File: src/rtl/uart_pkg.sv
// Shared UART definitions: parity-mode encoding, transmitter FSM states,
// payload-width limits and the parity helper.
package uart_pkg;

  localparam logic [1:0] PAR_NONE = 2'b00;
  localparam logic [1:0] PAR_EVEN = 2'b01;
  localparam logic [1:0] PAR_ODD  = 2'b10;
  localparam logic [1:0] PAR_MARK = 2'b11;

  localparam int DATA_BITS_MIN = 5;
  localparam int DATA_BITS_MAX = 9;
  localparam int BIT_CNT_W     = 4;

  typedef enum logic [2:0] {
    IDLE   = 3'd0,
    START  = 3'd1,
    DATA   = 3'd2,
    PARITY = 3'd3,
    STOP   = 3'd4
  } tx_state_e;

  function automatic logic parity_bit(input logic [1:0] mode, input logic data_xor);
    case (mode)
      PAR_ODD:  parity_bit = ~data_xor;
      PAR_MARK: parity_bit = 1'b1;
      default:  parity_bit = data_xor;
    endcase
  endfunction

endpackage

File: src/rtl/uart_tx_frame_if.sv
// Valid/ready word handshake between the host byte source and the UART transmitter.
interface uart_tx_frame_if #(
  parameter int DATA_BITS = 8
);
  logic                 tx_valid;
  logic [DATA_BITS-1:0] tx_data;
  logic                 tx_ready;

  modport master (output tx_valid, output tx_data, input  tx_ready);
  modport slave  (input  tx_valid, input  tx_data, output tx_ready);
endinterface

File: src/rtl/uart_tx_frame_baud_tick.sv
// Bit-time down-counter: loads (clocks per bit - 1), flags bit_end when it reaches 0.
// Shared with the matching receiver.
module uart_baud_tick #(
  parameter int DIV_W = 16
) (
  input  logic             clk,
  input  logic             reset_n,
  input  logic             load_i,
  input  logic             en_i,
  input  logic [DIV_W-1:0] load_val_i,
  output logic             bit_end_o
);

  logic [DIV_W-1:0] cnt_q;

  always_ff @(posedge clk or negedge reset_n) begin
    if (!reset_n) begin
      cnt_q <= '0;
    end else if (load_i) begin
      cnt_q <= load_val_i;
    end else if (en_i && (cnt_q != '0)) begin
      cnt_q <= cnt_q - DIV_W'(1);
    end
  end

  assign bit_end_o = en_i && (cnt_q == '0);

endmodule

File: src/rtl/uart_tx_frame.sv
// UART frame transmitter: start, DATA_BITS payload LSB first, optional parity, 1-2 stops.
// Define UART_TX_HOLD_EN to add a one-word holding register for back-to-back frames.
module uart_tx_frame
  import uart_pkg::*;
#(
  parameter int DATA_BITS = 8,
  parameter int DIV_W     = 16
) (
  input  logic                  clk,
  input  logic                  reset_n,
  input  logic [DIV_W-1:0]      baud_div,
  input  logic [1:0]            parity_mode,
  input  logic                  two_stop,
  uart_tx_frame_if.slave        s_if,
  output logic                  tx,
  output logic                  busy,
  output logic                  tx_done
);

  if (DATA_BITS < DATA_BITS_MIN || DATA_BITS > DATA_BITS_MAX) begin : g_bad_width
    $error("uart_tx_frame: DATA_BITS out of range");
  end

  typedef struct packed {
    logic [DATA_BITS-1:0] data;
    logic [DIV_W-1:0]     div_m1;
    logic                 par_en;
    logic                 par_bit;
    logic                 two_stop;
  } word_t;

  localparam logic [BIT_CNT_W-1:0] LAST_DATA = BIT_CNT_W'(DATA_BITS - 1);

  tx_state_e            state_q;
  logic                 tx_q;
  logic [BIT_CNT_W-1:0] bit_cnt_q;
  logic [DATA_BITS-1:0] shift_q;
  logic [DIV_W-1:0]     div_m1_q;
  logic                 par_en_q;
  logic                 par_q;
  logic                 two_stop_q;

  word_t in_w;
  word_t start_w;
  logic  accept;
  logic  start_now;
  logic  bit_end;
  logic  frame_end;
  logic  tick_load;
  logic  [DIV_W-1:0] tick_val;

  // Everything a frame needs is captured with the word, so later input changes are ignored.
  always_comb begin
    in_w          = '0;
    in_w.data     = s_if.tx_data;
    in_w.div_m1   = (baud_div == '0) ? '0 : baud_div - DIV_W'(1);
    in_w.par_en   = (parity_mode != PAR_NONE);
    in_w.par_bit  = parity_bit(parity_mode, ^s_if.tx_data);
    in_w.two_stop = two_stop;
  end

  assign accept    = s_if.tx_valid && s_if.tx_ready;
  assign frame_end = (state_q == STOP) && bit_end &&
                     (!two_stop_q || (bit_cnt_q == BIT_CNT_W'(1)));

`ifdef UART_TX_HOLD_EN
  word_t hold_q;
  logic  hold_full_q;
  logic  take_in;

  assign s_if.tx_ready = !hold_full_q;
  // A word arriving exactly at frame end with an empty hold starts immediately instead.
  assign take_in   = accept && (state_q != IDLE) && !(frame_end && !hold_full_q);
  assign start_now = ((state_q == IDLE) && accept) ||
                     (frame_end && (hold_full_q || accept));
  assign start_w   = (frame_end && hold_full_q) ? hold_q : in_w;

  always_ff @(posedge clk or negedge reset_n) begin
    if (!reset_n) begin
      hold_full_q <= 1'b0;
    end else if (take_in) begin
      hold_full_q <= 1'b1;
    end else if (frame_end && hold_full_q) begin
      hold_full_q <= 1'b0;
    end
  end

  always_ff @(posedge clk) begin
    if (take_in) begin
      hold_q <= in_w;
    end
  end
`else
  assign s_if.tx_ready = (state_q == IDLE);
  assign start_now     = (state_q == IDLE) && accept;
  assign start_w       = in_w;
`endif

  assign tick_load = start_now || (bit_end && !frame_end);
  assign tick_val  = start_now ? start_w.div_m1 : div_m1_q;

  uart_baud_tick #(.DIV_W(DIV_W)) u_tick (
    .clk        (clk),
    .reset_n    (reset_n),
    .load_i     (tick_load),
    .en_i       (state_q != IDLE),
    .load_val_i (tick_val),
    .bit_end_o  (bit_end)
  );

  always_ff @(posedge clk) begin
    if (start_now) begin
      shift_q    <= start_w.data;
      div_m1_q   <= start_w.div_m1;
      par_en_q   <= start_w.par_en;
      par_q      <= start_w.par_bit;
      two_stop_q <= start_w.two_stop;
    end else if ((state_q == DATA) && bit_end) begin
      shift_q <= shift_q >> 1;
    end
  end

  always_ff @(posedge clk or negedge reset_n) begin
    if (!reset_n) begin
      state_q   <= IDLE;
      tx_q      <= 1'b1;
      bit_cnt_q <= '0;
    end else begin
      case (state_q)
        IDLE: begin
          if (start_now) begin
            state_q <= START;
            tx_q    <= 1'b0;
          end
        end
        START: begin
          if (bit_end) begin
            state_q   <= DATA;
            tx_q      <= shift_q[0];
            bit_cnt_q <= '0;
          end
        end
        DATA: begin
          if (bit_end) begin
            if (bit_cnt_q == LAST_DATA) begin
              bit_cnt_q <= '0;
              if (par_en_q) begin
                state_q <= PARITY;
                tx_q    <= par_q;
              end else begin
                state_q <= STOP;
                tx_q    <= 1'b1;
              end
            end else begin
              bit_cnt_q <= bit_cnt_q + BIT_CNT_W'(1);
              tx_q      <= shift_q[1];
            end
          end
        end
        PARITY: begin
          if (bit_end) begin
            state_q   <= STOP;
            tx_q      <= 1'b1;
            bit_cnt_q <= '0;
          end
        end
        STOP: begin
          if (frame_end) begin
            bit_cnt_q <= '0;
            if (start_now) begin
              state_q <= START;
              tx_q    <= 1'b0;
            end else begin
              state_q <= IDLE;
              tx_q    <= 1'b1;
            end
          end else if (bit_end) begin
            bit_cnt_q <= BIT_CNT_W'(1);
          end
        end
        default: begin
          state_q <= IDLE;
          tx_q    <= 1'b1;
        end
      endcase
    end
  end

  assign tx      = tx_q;
  assign busy    = (state_q != IDLE);
  assign tx_done = frame_end;

endmodule

File: src/flat_wrapper.sv
// flat-port wrapper written by rule: the top's interface ports become plain ports
module uart_tx_frame_flat import uart_pkg::*;
#(
  parameter int DATA_BITS = 8,
  parameter int DIV_W     = 16
)
  (clk, reset_n, baud_div, parity_mode, two_stop, tx, busy, tx_done, s_if_tx_valid, s_if_tx_data, s_if_tx_ready);
  uart_tx_frame_if #(.DATA_BITS(DATA_BITS)) s_if_i ();
  input  logic clk;
  input  logic reset_n;
  input  logic [DIV_W-1:0] baud_div;
  input  logic [1:0] parity_mode;
  input  logic two_stop;
  output logic tx;
  output logic busy;
  output logic tx_done;
  input wire logic [$bits(s_if_i.tx_valid)-1:0] s_if_tx_valid;
  input wire logic [$bits(s_if_i.tx_data)-1:0] s_if_tx_data;
  output wire logic [$bits(s_if_i.tx_ready)-1:0] s_if_tx_ready;
  assign s_if_i.tx_valid = s_if_tx_valid;
  assign s_if_i.tx_data = s_if_tx_data;
  assign s_if_tx_ready = s_if_i.tx_ready;
  uart_tx_frame #(.DATA_BITS(DATA_BITS), .DIV_W(DIV_W)) u_core (.clk(clk), .reset_n(reset_n), .baud_div(baud_div), .parity_mode(parity_mode), .two_stop(two_stop), .s_if(s_if_i), .tx(tx), .busy(busy), .tx_done(tx_done));
endmodule
File: config.mk
export PLATFORM = sky130hd
export DESIGN_NAME = uart_tx_frame_flat
export DESIGN_NICKNAME = d
export VERILOG_FILES = /design/src/rtl/uart_pkg.sv /design/src/rtl/uart_tx_frame_if.sv /design/src/rtl/uart_tx_frame_baud_tick.sv /design/src/rtl/uart_tx_frame.sv /design/src/flat_wrapper.sv
export SDC_FILE = /design/constraint.sdc
export NUM_CORES = 1
export LEC_CHECK = 0
export ABC_AREA = 1
export CORE_MARGIN = 8
export CORE_UTILIZATION = 40
export DETAILED_ROUTE_END_ITERATION = 12
export PLACE_DENSITY = 0.67
export SYNTH_ARGS = -nofsm -noshare
export SYNTH_HDL_FRONTEND = slang
export SYNTH_SLANG_ARGS = --single-unit
File: constraint.sdc
create_clock -name clk -period 5.7 [get_ports clk]
set_input_delay 1.14 -clock clk [delete_from_list [all_inputs] [get_ports clk]]
set_output_delay 1.14 -clock clk [all_outputs]
set_load 0.02 [all_outputs]
==> metrics <==
status=finished clean; HP Class=reg2reg; TritonCTS clock tree=built; post-DP HPWL=5990 µm; Avg Cell Area, Syn=7.14 µm²; Hold Worst Slack=0.466 ns; register bit total from synthesis=~50; Cell Chain, Critical Path=inv_1 > ha_1 > inv_1 > nor2_1 > nand2_1 > nor2_2 > nand3_2 > inv_2 > nand2_2 > inv_1 > clkdlybuf4s50_1; CTS Buf Count=5; Max FO, Critical Path=5; Rows=33; vias in the first global route=3029; IO Count=34; measured slew at the worst slew-check pin=about 1.2 ns; clock sink count=51; Max Cap Viol=0; Clock Latency Late Sink=approximately 0.31 ns; slew margin rel.=0.198; most frequent cells in the layout=nand2_1 (172), nor2_1 (68), inv_1 (50); Worst Path Required=4.56 ns; Power Density=~450 mW/mm²; global-route usage over all layers=0.136; leading area contributor after synthesis=nand2_1; Largest stage delay, worst path=between 0.5 and 0.6 ns; RSZ-0062 raised after global routing=no; WS Path Type=reg2out; Synth top area share=0.191; number of enable flip-flop cells after synthesis=11; CP startpoint kind=register; Max clock buf depth=2; post-DR vias/cell=4.83; postcts setup bufs=0; ys flop type=dfrtp_1; syn nets=just over 500; CTS Hold Bufs=0; Fill cells=800; Sum Neg Setup Slack=0 ns; Final Slew Violations=0; Clock Pin Slew Worst Setup and Hold Paths=approximately 0.1 ns; Die ar.=0.0117 mm²; Placed Cells=607; Leak=1.84 nW; grt ovf=0; # DRC=0; share of cells above drive strength 1=0.0863; initial antenna violation count=0; yosys warns=0; Seq/Total Area, Yosys=0.370; share of async-settable or async-resettable flops after synthesis=0.471; WL final=7580 µm; Hold Fails Final Rpt=0; Final Cycle Share=0.599; Core ar.=0.00822 mm²; first-pass GRT wire length=roughly 13000 µm; Final Net Count=544; instance count of the mapped netlist=474; Initial Util=0.412; drt first-iter violations=177; CP Capture Type=primary output; most frequent CP cell=inv_1; mean routed wirelength per cell=12.3 µm; Root Driver=clkbuf_8; top post-synthesis cells by area=nand2_1 (19%), dfrtp_1 (17%), edfxtp_1 (9.8%), dfxtp_1 (9.5%), nor2_1 (7.5%); commonest non-fill, non-tap cell in the layout=nand2_1; Arr. time, crit path=about 2.3 ns; Clock Skew=0.00413 ns; H-tree levels=2; Die Ht=~110 µm; via count=between 2000 and 3000; Reg2Reg Depth=8; PostCTS Resize Cnt=0; Antenna Nets Post-Route=0; power after layout=0.00179 W; Layout Cells excl Fill=~620; peak supply drop=160 µV; gpl congestion=0.849; PortBufs=33; synthesized area=about 0.0034 mm²; Cell variety after synth=37; Area Overhead vs Synth=16.2%; # diodes=0; die width=~110 µm; final setup fails=0; hold depth=2; largest net degree at the start of global routing=28; Initial DRT Pass Iterations=4; fmax=293 MHz; slowest CP cell=clkdlybuf4s50_1; Period minus WS final=roughly 3.4 ns
[layer usage]
metal  global-route usage  routed length, µm
met1                0.161               3460
met2                0.246               3740
met3               0.0202                243
met4               0.0416                133
met5                    0                  0
[report_power, final]
group          total (W)  switching (W)  internal [W]
clock           0.000308       0.000130      0.000178
sequential      0.000622      0.0000964      0.000526
combinational   0.000859       0.000538      0.000320
[worst max-delay path, delay by kind of cell, from the launching register on]
family | cells | cell delay (ns)
fa+ha+maj | 1 | 0.20
buf+inv | 5 | 0.91
flops | 1 | 0.39
simple gates | 5 | 0.46
[through the flow]
| stage | utilization | setup WS [ns] | area (µm²) |
|---|---|---|---|
| after floorplan | - | 3.25 | 3380 |
| after global placement | 0.461 | 2.51 | 3790 |
| after detailed placement | 0.461 | 2.42 | 3790 |
| after CTS | 0.478 | 2.26 | 3930 |
| after global routing | 0.478 | 2.08 | 3930 |
| final | 0.478 | 2.28 | 3930 |
[flip-flops by register name (all words and copies together), names as in the netlist]
signal and flops:
u_core.bit_cnt_q 4, u_core.div_m1_q 16, u_core.par_en_q 1, u_core.par_q 1, u_core.shift_q 8, u_core.state_q 3
u_core.two_stop_q 1, u_core.tx 1, u_core.u_tick.cnt_q 16
[cell families after synthesis]
family,Yosys count,share of synthesized area
and+or+nand+nor,309,0.395
buffers and inverters,59,0.0795
DFF,51,0.370
AOI/OAI and AO/OA,29,0.0818
xor gates and xnor gates,21,0.0544
adders and majority gates,5,0.0185
[path summary, 6_finish.rpt]
kind                                        startpoint                     end  slack [ns]
min in group asynchronous                      reset_n  u_core.u_tick.cnt_q[0]        1.19
max in group asynchronous                      reset_n               u_core.tx        4.21
worst max-delay path            u_core.u_tick.cnt_q[0]                 tx_done        2.28
worst max register to register  u_core.u_tick.cnt_q[0]       u_core.shift_q[0]        3.22
worst min register to register      u_core.div_m1_q[6]      u_core.div_m1_q[6]        0.47
worst min-delay path                u_core.div_m1_q[6]      u_core.div_m1_q[6]        0.47
[Yosys cell counts (4+ instances only)]
| cell | number |
|---|---|
| nand3_1 | 37 |
| nand3_2 | 4 |
| o21ai_4 | 9 |
| ha_1 | 5 |
| xor2_1 | 11 |
| a21oi_1 | 5 |
| inv_1 | 50 |
| dfrtp_1 | 23 |
| xnor2_1 | 10 |
| nand2_1 | 172 |
| nand4_1 | 6 |
| o21ai_0 | 7 |
| nand2_2 | 6 |
| edfxtp_1 | 11 |
| nor2_1 | 68 |
| dfxtp_1 | 16 |
| nand3b_1 | 4 |
[final cells by class]
type	count	area, µm²	share of cell area
Timing Repair Buffer	34	338	0.0859
Clock buffer	5	68.8	0.0175
Sequential cell	51	1250	0.319
Inverter	53	209	0.0532
Clock inverter	3	71.3	0.0181
Tap cell	105	131	0.0334
Multi-Input combinational cell	364	1860	0.473
(Power assumes the default switching activity.)
